===== src/rtl/plot_point_generator.sv =====
// Column sweep for the function plotter: drives the evaluator per column, maps y to a row, emits pixels.
// Optional: define PLOT_POINT_GENERATOR_CLAMP_EN to clamp off-screen rows instead of skipping the column.
module plot_point_generator #(
  parameter int INTEGER_PART_WIDTH = 3,
  parameter int FRACTIONAL_PART_WIDTH = 2,
  parameter int SCREEN_WIDTH = 32,
  parameter int SCREEN_HEIGHT = 32,
  localparam int NUMBER_WIDTH =
    INTEGER_PART_WIDTH + FRACTIONAL_PART_WIDTH,
  localparam int COLUMN_WIDTH = $clog2(SCREEN_WIDTH),
  localparam int ROW_WIDTH = $clog2(SCREEN_HEIGHT)
) (
  input  logic                    clk,
  input  logic                    rst,
  input  logic                    start,
  input  logic [NUMBER_WIDTH-1:0] x_start,
  input  logic [NUMBER_WIDTH-1:0] x_step,
  output logic                    busy,
  output logic                    done,
  output logic                    eval_start,
  output logic [NUMBER_WIDTH-1:0] eval_x,
  input  logic                    eval_done,
  input  logic [NUMBER_WIDTH-1:0] eval_y,
  output logic                    pixel_valid,
  input  logic                    pixel_ready,
  output logic [COLUMN_WIDTH-1:0] pixel_x,
  output logic [ROW_WIDTH-1:0]    pixel_y
);

  localparam int CENTER_ROW = SCREEN_HEIGHT / 2;
  localparam int RS_W =
    ((NUMBER_WIDTH > ROW_WIDTH) ? NUMBER_WIDTH : ROW_WIDTH) + 2;

  localparam logic signed [RS_W-1:0] CENTER_S =
    RS_W'(CENTER_ROW);
  localparam logic signed [RS_W-1:0] MAX_ROW_S =
    RS_W'(SCREEN_HEIGHT - 1);
  localparam logic [COLUMN_WIDTH-1:0] LAST_COL =
    COLUMN_WIDTH'(SCREEN_WIDTH - 1);

  localparam logic [2:0] IDLE    = 3'd0;
  localparam logic [2:0] EVAL    = 3'd1;
  localparam logic [2:0] WAIT    = 3'd2;
  localparam logic [2:0] CONVERT = 3'd3;
  localparam logic [2:0] EMIT    = 3'd4;
  localparam logic [2:0] ADVANCE = 3'd5;
  localparam logic [2:0] DONE    = 3'd6;

  logic [2:0]              state;
  logic [COLUMN_WIDTH-1:0] column;
  logic [NUMBER_WIDTH-1:0] x_q;
  logic [NUMBER_WIDTH-1:0] step_q;
  logic [NUMBER_WIDTH-1:0] y_q;
  logic [ROW_WIDTH-1:0]    row_q;

  logic signed [RS_W-1:0]  y_ext;
  logic signed [RS_W-1:0]  row_s;
  logic                    row_low;
  logic                    row_high;

  // One raw y LSB is one screen row; screen row grows downward
  assign y_ext = {{(RS_W-NUMBER_WIDTH){y_q[NUMBER_WIDTH-1]}}, y_q};
  assign row_s = CENTER_S - y_ext;
  assign row_low = row_s[RS_W-1];
  assign row_high = row_s > MAX_ROW_S;

  assign busy        = state != IDLE;
  assign done        = state == DONE;
  assign eval_start  = state == EVAL;
  assign pixel_valid = state == EMIT;
  assign eval_x      = x_q;
  assign pixel_x     = column;
  assign pixel_y     = row_q;

  always_ff @(posedge clk or posedge rst) begin
    if (rst) begin
      state  <= IDLE;
      column <= '0;
      x_q    <= '0;
      step_q <= '0;
      y_q    <= '0;
      row_q  <= '0;
    end else begin
      case (state)
        IDLE: begin
          if (start) begin
            x_q    <= x_start;
            step_q <= x_step;
            column <= '0;
            state  <= EVAL;
          end
        end
        EVAL: state <= WAIT;
        WAIT: begin
          if (eval_done) begin
            y_q   <= eval_y;
            state <= CONVERT;
          end
        end
        CONVERT: begin
          unique case (1'b1)
            row_low: begin
`ifdef PLOT_POINT_GENERATOR_CLAMP_EN
              row_q <= '0;
              state <= EMIT;
`else
              state <= ADVANCE;
`endif
            end
            row_high: begin
`ifdef PLOT_POINT_GENERATOR_CLAMP_EN
              row_q <= ROW_WIDTH'(SCREEN_HEIGHT - 1);
              state <= EMIT;
`else
              state <= ADVANCE;
`endif
            end
            default: begin
              row_q <= row_s[ROW_WIDTH-1:0];
              state <= EMIT;
            end
          endcase
        end
        EMIT: begin
          if (pixel_ready) state <= ADVANCE;
        end
        ADVANCE: begin
          if (column == LAST_COL) begin
            state <= DONE;
          end else begin
            column <= column + 1'b1;
            x_q    <= x_q + step_q;
            state  <= EVAL;
          end
        end
        DONE: state <= IDLE;
        default: state <= IDLE;
      endcase
    end
  end

endmodule

===== config.mk =====
export PLATFORM = sky130hd
export DESIGN_NAME = plot_point_generator
export DESIGN_NICKNAME = d
export VERILOG_FILES = /design/src/rtl/plot_point_generator.sv
export SDC_FILE = /design/constraint.sdc
export NUM_CORES = 1
export LEC_CHECK = 0
export ABC_AREA = 1
export CORE_ASPECT_RATIO = 0.7
export CORE_UTILIZATION = 45
export DETAILED_ROUTE_END_ITERATION = 16
export PLACE_DENSITY = 0.78
export SETUP_SLACK_MARGIN = 0.02
export SLEW_MARGIN = 0
export SYNTH_ARGS = -nofsm -noshare
export SYNTH_HDL_FRONTEND = slang
export SYNTH_SLANG_ARGS = --single-unit

===== constraint.sdc =====
create_clock -name clk -period 3 [get_ports clk]
set_input_delay 0.45 -clock clk [delete_from_list [all_inputs] [get_ports clk]]
set_output_delay 0.45 -clock clk [all_outputs]
set_load 0.05 [all_outputs]

==> results of run 1 <==
-- registers in the layout, indices dropped and copies added, names as in the netlist --
| register | cells |
|---|---|
| step_q | 5 |
| pixel_x | 5 |
| pixel_y | 5 |
| eval_x | 5 |
| state | 3 |
| y_q | 5 |
-- final timing paths --
| check | from | endpoint | slack (ps) | cells past startpoint |
|---|---|---|---|---|
| min in group asynchronous | rst | pixel_y[3]$_DFFE_PP0P_ | 530 | 3 |
| hold reg to reg | pixel_y[3]$_DFFE_PP0P_ | pixel_y[3]$_DFFE_PP0P_ | 480 | 2 |
| max in group asynchronous | rst | step_q[0]$_DFFE_PP0P_ | 2210 | 3 |
| setup / recovery | state[0]$_DFFE_PP0P_ | pixel_valid | 630 | 4 |
| hold / removal | pixel_y[3]$_DFFE_PP0P_ | pixel_y[3]$_DFFE_PP0P_ | 480 | 2 |
| setup reg to reg | pixel_x[0]$_DFFE_PP0P_ | eval_x[4]$_DFFE_PP0P_ | 1120 | 9 |
-- critical path, stage by stage (launching register included) --
cell,delay (ps)
dfrtp_1,450
nor2_1,200
nand2_1,120
inv_1,70
clkdlybuf4s50_1,790
-- logic make-up after synthesis --
group | share of synthesized area [%]
simple gates | 27.2
flops | 46.0
fa+ha+maj | 7.89
xor+xnor | 2.88
buf+inv | 5.92
compound gates | 10.1
-- metrics by stage --
stage / cell area [um^2] / hold slack, ps / cells / setup slack, ps / power (uW)
floorplan: 1520 / 446 / 181 / 972 / 1610
global placement: 1950 / 458 / 257 / 957 / 1940
detailed placement: 1950 / 463 / 257 / 935 / 1970
CTS: 2000 / 485 / 261 / 619 / 2210
global route: 2000 / 513 / 261 / 503 / 2380
finish: 2000 / 478 / 261 / 630 / 2200
-- cell usage after synthesis --
| cell | instances | area [um^2] |
|---|---|---|
| a21oi_1 | 11 | 55.1 |
| a22o_1 | 2 | 17.5 |
| buf_6 | 1 | 11.3 |
| dfrtp_1 | 28 | 701 |
| fa_1 | 1 | 20.0 |
| ha_1 | 8 | 100 |
| inv_1 | 19 | 71.3 |
| inv_2 | 2 | 7.51 |
| nand2_1 | 48 | 180 |
| nand2_2 | 1 | 6.26 |
| nand3_1 | 12 | 60.1 |
| nand3_2 | 1 | 10.0 |
| nand3_4 | 1 | 17.5 |
| nand3b_1 | 3 | 22.5 |
| nand4_1 | 2 | 12.5 |
| nor2_1 | 15 | 56.3 |
| nor2_2 | 1 | 6.26 |
| nor2_4 | 1 | 11.3 |
| nor3_1 | 3 | 15.0 |
| nor3_2 | 1 | 10.0 |
| o211ai_1 | 2 | 15.0 |
| o21ai_0 | 7 | 35.0 |
| o21ai_1 | 3 | 15.0 |
| o221ai_1 | 1 | 8.76 |
| o31ai_1 | 1 | 7.51 |
| or2_2 | 1 | 6.26 |
| xor2_1 | 5 | 43.8 |
-- power groups by stage --
stage | clock network, uW | registers (uW) | logic (uW)
6_report | 236 | 664 | 1300
5_1_grt | 257 | 687 | 1440
4_1_cts | 242 | 665 | 1300
3_5_place_dp | 0 | 674 | 1290
3_3_place_gp | 0 | 668 | 1270
2_1_floorplan | 0 | 897 | 714
-- placed cells by master (no fill, tap or decap), drive strengths merged, types with 2 or more instances in the layout --
cell type,instances
clkbuf,4
nand2,49
ha,8
dfrtp,28
clkdlybuf4s50,38
nor3,4
o21ai,10
nor2,17
inv,21
a21oi,11
xor2,5
nand3b,3
nand4,2
a22o,2
nand3,14
o211ai,2
-- metal layers --
| metal | global-route usage, % | share of wire, % | up-vias |
|---|---|---|---|
| li1 | - | - | 674 |
| met1 | 28.4 | 52 | 584 |
| met2 | 29.7 | 41 | 37 |
| met3 | 3.82 | 5.3 | 4 |
| met4 | 3.92 | 0.87 | 0 |
| met5 | 0 | 0 | - |
-- area by class of cell --
| type | instances | area [um^2] |
|---|---|---|
| timing repair buffer | 39 | 388 |
| multi-input combinational | 131 | 732 |
| sequential | 28 | 701 |
| inverter | 21 | 78.8 |
| tap | 38 | 47.5 |
| clock buffer | 4 | 55.1 |
| fill | 275 | 1190 |
==> out/results.ini, run 1 <==
[grt]
antenna_found_initial = 0
grt_pass1_vias = 1233
grt_pass1_wl_um = 5420
grt_usage_pct = 19.3
grt_max_degree = 29
grt_overflow = 0

[cts]
post_cts_buffers = 0
htreeDepth = 1
insertion_delay_ps = 280
cts-root-buf = clkbuf_8
numCtsBuffers = 3
hold_buffers = 0
clock_sinks = 28
cts-resized-gates = 0
clk_pin_slew_worst_paths_ps = 100
cts_tree = built
cts_buffer_depth = 2

[cells_and_area]
nNetsFinal = 253
final_core_util_pct = 62.7
synthToLayoutAreaGrowth_pct = 31.5
num_antenna_cells = 0
layout-drive-gt1-share_pct = 6.28

[placement]
dp_hpwl_um = 2390
portBuffers = 38
gp_congestion = 0.758

[drt]
wire_per_inst_um = 11.9
routed_wl_um = 3100
drt_first_pass_iters = 4
vias = 1299
drcViolationCount = 0
dr.first_iter.drc_count = 60
postRouteAntennaNets = 0
viasPerCell = 4.98

[sta]
min_period_ps = 2370
setup_viol_count_final = 0
fin_crit_sh_pct = 79.0
drv_slew = 0
hold_viol = 0
setup_tns_ps = 0
rsz0062_at_grt = no
relSlewSlack_pct = 66.4
worstMarginPinSlew_ps = 502
max_freq_mhz = 422
clock_skew_ps = 5.84

[synthesis]
synth_area_um2 = 1520
syn_area_per_cell_um2 = 8.41
synth.distinct_cells = 27
synthCells = 181
yosysSeqAreaShare_pct = 46.0
ys_warn_count = 0
yosys_register_bits = 28
synth_nets = 210

[floorplan]
dieArea_um2 = 3620
io_pins = 39
fp.dieH_um = 50.7
rows = 17
core_um2 = 3190
die_width_um = 71.5
initial_core_util_pct = 47.7

[setup_path]
endpoint_kind = primary output
crit_fanout = 5
cp.required_ps = 2550
cp.arrival_ps = 1920
critPathKind = reg -> out
cp-start-kind = register

[power]
sw_frac_of_total_pct = 50.0
internal_power_uw = 1100
cellLeakagePower_uw = 0.000980
vdd_drop_max_v = 0.000358
p_per_area_nw_per_um2 = 1100
seqPwrFrac_pct = 30.2
clkPwrFrac_pct = 10.7
combPwrFrac_pct = 59.1
switchingPower_uw = 1100

[min_path]
min_path_type = reg -> reg

[run_status]
status = finished, final reports clean

[flow_run]
cap_violations = 0

(Power assumes the default switching activity.)
==> run 2: changes to the inputs <==
clock period = 2.4 ns   (was 3 ns; I/O delays follow)
==> out/results.ini, run 2 (synthesis results as in run 1) <==
[drt]
routed_wl_um = 3130
wire_per_inst_um = 11.9
vias = 1335
wl_met1_um = 1600
topRoutingLayerUsed = met4
dr.first_iter.drc_count = 83
drt_first_pass_iters = 6
viasPerCell = 5.08
wl_met3_um = 244
postRouteAntennaNets = 0
drcViolationCount = 0
wl_met2_um = 1280

[grt]
grt_overflow = 0
grt_pass1_wl_um = 5340
antenna_found_initial = 0
grt_max_degree = 29
grt_usage_pct = 19.0
grt_pass1_vias = 1169

[floorplan]
rows = 17
core_um2 = 3190
die_width_um = 71.5
dieArea_um2 = 3620
initial_core_util_pct = 47.7
io_pins = 39
fp.dieH_um = 50.7

[power]
vdd_drop_max_v = 0.000477
total_power_uw = 2780
p_per_area_nw_per_um2 = 1370
cellLeakagePower_uw = 0.00102

[cts]
cts_buffer_depth = 2
numCtsBuffers = 3
clk_pin_slew_worst_paths_ps = 90
post_cts_buffers = 0
insertion_delay_ps = 270
clock_sinks = 28
htreeDepth = 1
cts-root-buf = clkbuf_8
cts_tree = built

[cells_and_area]
final_core_util_pct = 63.4
mostFrequentLayoutCell = nand2_1
num_antenna_cells = 0
final_cells = 263
final_cell_mix = nand2_1 (48), clkdlybuf4s50_1 (36), dfrtp_1 (28)
nNetsFinal = 255
layout-drive-gt1-share_pct = 7.11
synthToLayoutAreaGrowth_pct = 32.8

[sta]
max_freq_mhz = 455
drv_slew = 0
clock_skew_ps = 6.85
fin_crit_sh_pct = 91.5
min_period_ps = 2200
worstMarginPinSlew_ps = 505
setup_viol_count_final = 0
setup_slack_ps = 204
setup_tns_ps = 0
rsz0062_at_grt = no
hold_viol = 0
relSlewSlack_pct = 66.2

[setup_path]
cp.arrival_ps = 1840
crit_fanout = 6
critPathKind = reg -> out
endpoint_kind = primary output
cp-start-kind = register
cp.required_ps = 2040

[min_path]
min_path_type = in -> async

[run_status]
status = finished, final reports clean

[placement]
gp_congestion = 0.762
portBuffers = 38
place_inst = 259
dp_slack_ps = 402
dp_hpwl_um = 2430

[flow_run]
cap_violations = 0

[run 2: changes by cell type in the layout (fill, tap and decap cells not counted), sizes merged]
cell,delta
dlymetal6s2s,+2
clkdlybuf4s50,-2
buf,+2
[run 2: where the power goes]
part           switching, uW  internal, uW
clock network            140           147
registers                167           670
logic                   1080           578
[run 2: final timing paths]
kind / from / to / slack (ps) / cells after the start
max: state[2]$_DFFE_PP0P_ / done / 200 / 3
min: rst / state[1]$_DFFE_PP0P_ / 450 / 3
max reg2reg: y_q[0]$_DFFE_PP0P_ / pixel_y[4]$_DFFE_PP0P_ / 580 / 10
min reg2reg: pixel_y[2]$_DFFE_PP0P_ / pixel_y[2]$_DFFE_PP0P_ / 480 / 2
max in group asynchronous: rst / step_q[0]$_DFFE_PP0P_ / 1690 / 3
min in group clk: pixel_y[2]$_DFFE_PP0P_ / pixel_y[2]$_DFFE_PP0P_ / 480 / 2
[run 2: timing repair]
item	4_1_cts	5_1_grt
resized for setup	0	2
setup endpoints to repair	0	2
hold buffers	0	0
[run 2: worst max-delay path, cell delays in order, from the launching register on]
cell,delay [ps]
dfrtp_1,500
inv_1,90
nor3_1,150
clkdlybuf4s50_1,830
[run 2: per-layer routing]
layer	GRT usage (%)	up-vias
li1	-	689
met1	29.1	599
met2	28.1	45
met3	4.62	2
met4	1.96	0
met5	0	-
[run 2: metrics by stage]
stage	hold slack, ps	cell area [um^2]
global placement	457	1960
detailed placement	463	1960
floorplan	425	1520
global route	481	2020
CTS	452	2020
finish	446	2020
[run 2: area by class of cell]
| cell class | instances | area, um^2 |
|---|---|---|
| timing repair buffer | 41 | 408 |
| multi-input combinational | 131 | 732 |
| inverter | 21 | 78.8 |
| sequential | 28 | 701 |
| clock buffer | 4 | 55.1 |
| fill | 280 | 1170 |
| tap | 38 | 47.5 |
==> RTL edit (settings of run 2) <==
Build with the macro `PLOT_POINT_GENERATOR_CLAMP_EN` defined.
--- a/src/rtl/plot_point_generator.sv
+++ b/src/rtl/plot_point_generator.sv
@@ -1,5 +1,7 @@
 // Column sweep for the function plotter: drives the evaluator per column, maps y to a row, emits pixels.
 // Optional: define PLOT_POINT_GENERATOR_CLAMP_EN to clamp off-screen rows instead of skipping the column.
+`define PLOT_POINT_GENERATOR_CLAMP_EN
+
 module plot_point_generator #(
   parameter int INTEGER_PART_WIDTH = 3,
   parameter int FRACTIONAL_PART_WIDTH = 2,
Check against the original RTL: not equivalent (a bounded check fails within 10 cycles, from zero or initial values and one cycle with rst high).
==> RTL edit against run 2 <==
- wire length is 3.9% higher
- area after synthesis is 5.7% higher
- critical path type unchanged
- count of clock-buffer cells in the layout stayed put
- final area is 3.5% higher
- worst setup slack worse by 0.035 ns
- synthesized cell count is 3.9% higher
- total power is 0.35% lower
- sequential cell count stayed put
==> RTL edit: results (changes against run 2) <==
status=complete, no violations; GRT Util Overall=0.202 (+0.0116); Synth Area in XOR/XNOR=0.0272 (-0.00154); Area after DPL=2040 sq um (+3.8%); GP Congestion=0.897 (+18%); Initial DRC Count=50 (-40%); DRT met1 WL=1.64 mm (+2.9%); M3 GR Usage=0.0543 (+0.00808); reg2reg start=pixel_x[0]$_DFFE_PP0P_; mean number of vias per cell=4.87 (-4.1%); FILL cells=298 (+6.4%); Post-DP HPWL=2.46 mm (+1.3%); vias in the first global route=1264 (+8.1%); r2r setup slk=0.64 ns (+0.06 ns); leakage power=1.02 nW (+0.13%); first-pass GRT wire length=5.80 mm (+8.7%); syn nets=217 (+3.3%); Tightest Pin Transition=0.502 ns (-0.00374 ns); count of different cell masters after synthesis=34 (+26%); top cells by count, synth=42 x nand2_1, 28 x dfrtp_1, 22 x inv_1, 19 x nor2_1, 14 x nand3_1; final net count=259 (+1.6%); M2 GR Usage=0.310 (+0.0294); DR pass1 iterations=4 (-2); Synth Area in Compound Gates=0.0933 (-0.00776); R2R cell count=11 (+1); Seq pwr share=0.309 (+0.008); met1 GRT Util=0.291 (about the same); Met3 Wirelength=261 um (+7.0%); VDD IR-drop max=768 uV (+61%); layout cells sized above 1=0.0961 (+0.0250); mux contribution to synthesized area=0.0280 (+0.0280)
==> RTL edit: final cells by class <==
type / count / area [sq um] / area share
multi-input combinational: 134 / 800 / 0.382
sequential: 28 / 701 / 0.335
timing repair buffer: 39 / 388 / 0.185
inverter: 24 / 90.1 / 0.0431
tap: 47 / 58.8 / 0.0281
clock buffer: 4 / 55.1 / 0.0263
==> RTL edit: per-stage QoR <==
| stage | total power, W | worst slack, ns | hold WS (ns) | utilization | std cells |
|---|---|---|---|---|---|
| after global placement | 0.00245 | 0.490 | 0.465 | 0.622 | 272 |
| after detailed placement | 0.00248 | 0.481 | 0.490 | 0.622 | 272 |
| final | 0.00277 | 0.168 | 0.445 | 0.639 | 276 |
| after global routing | 0.00301 | 0.0710 | 0.475 | 0.639 | 276 |
| after floorplan | 0.00203 | 0.450 | 0.425 | - | 188 |
| after CTS | 0.00278 | 0.159 | 0.456 | 0.639 | 276 |
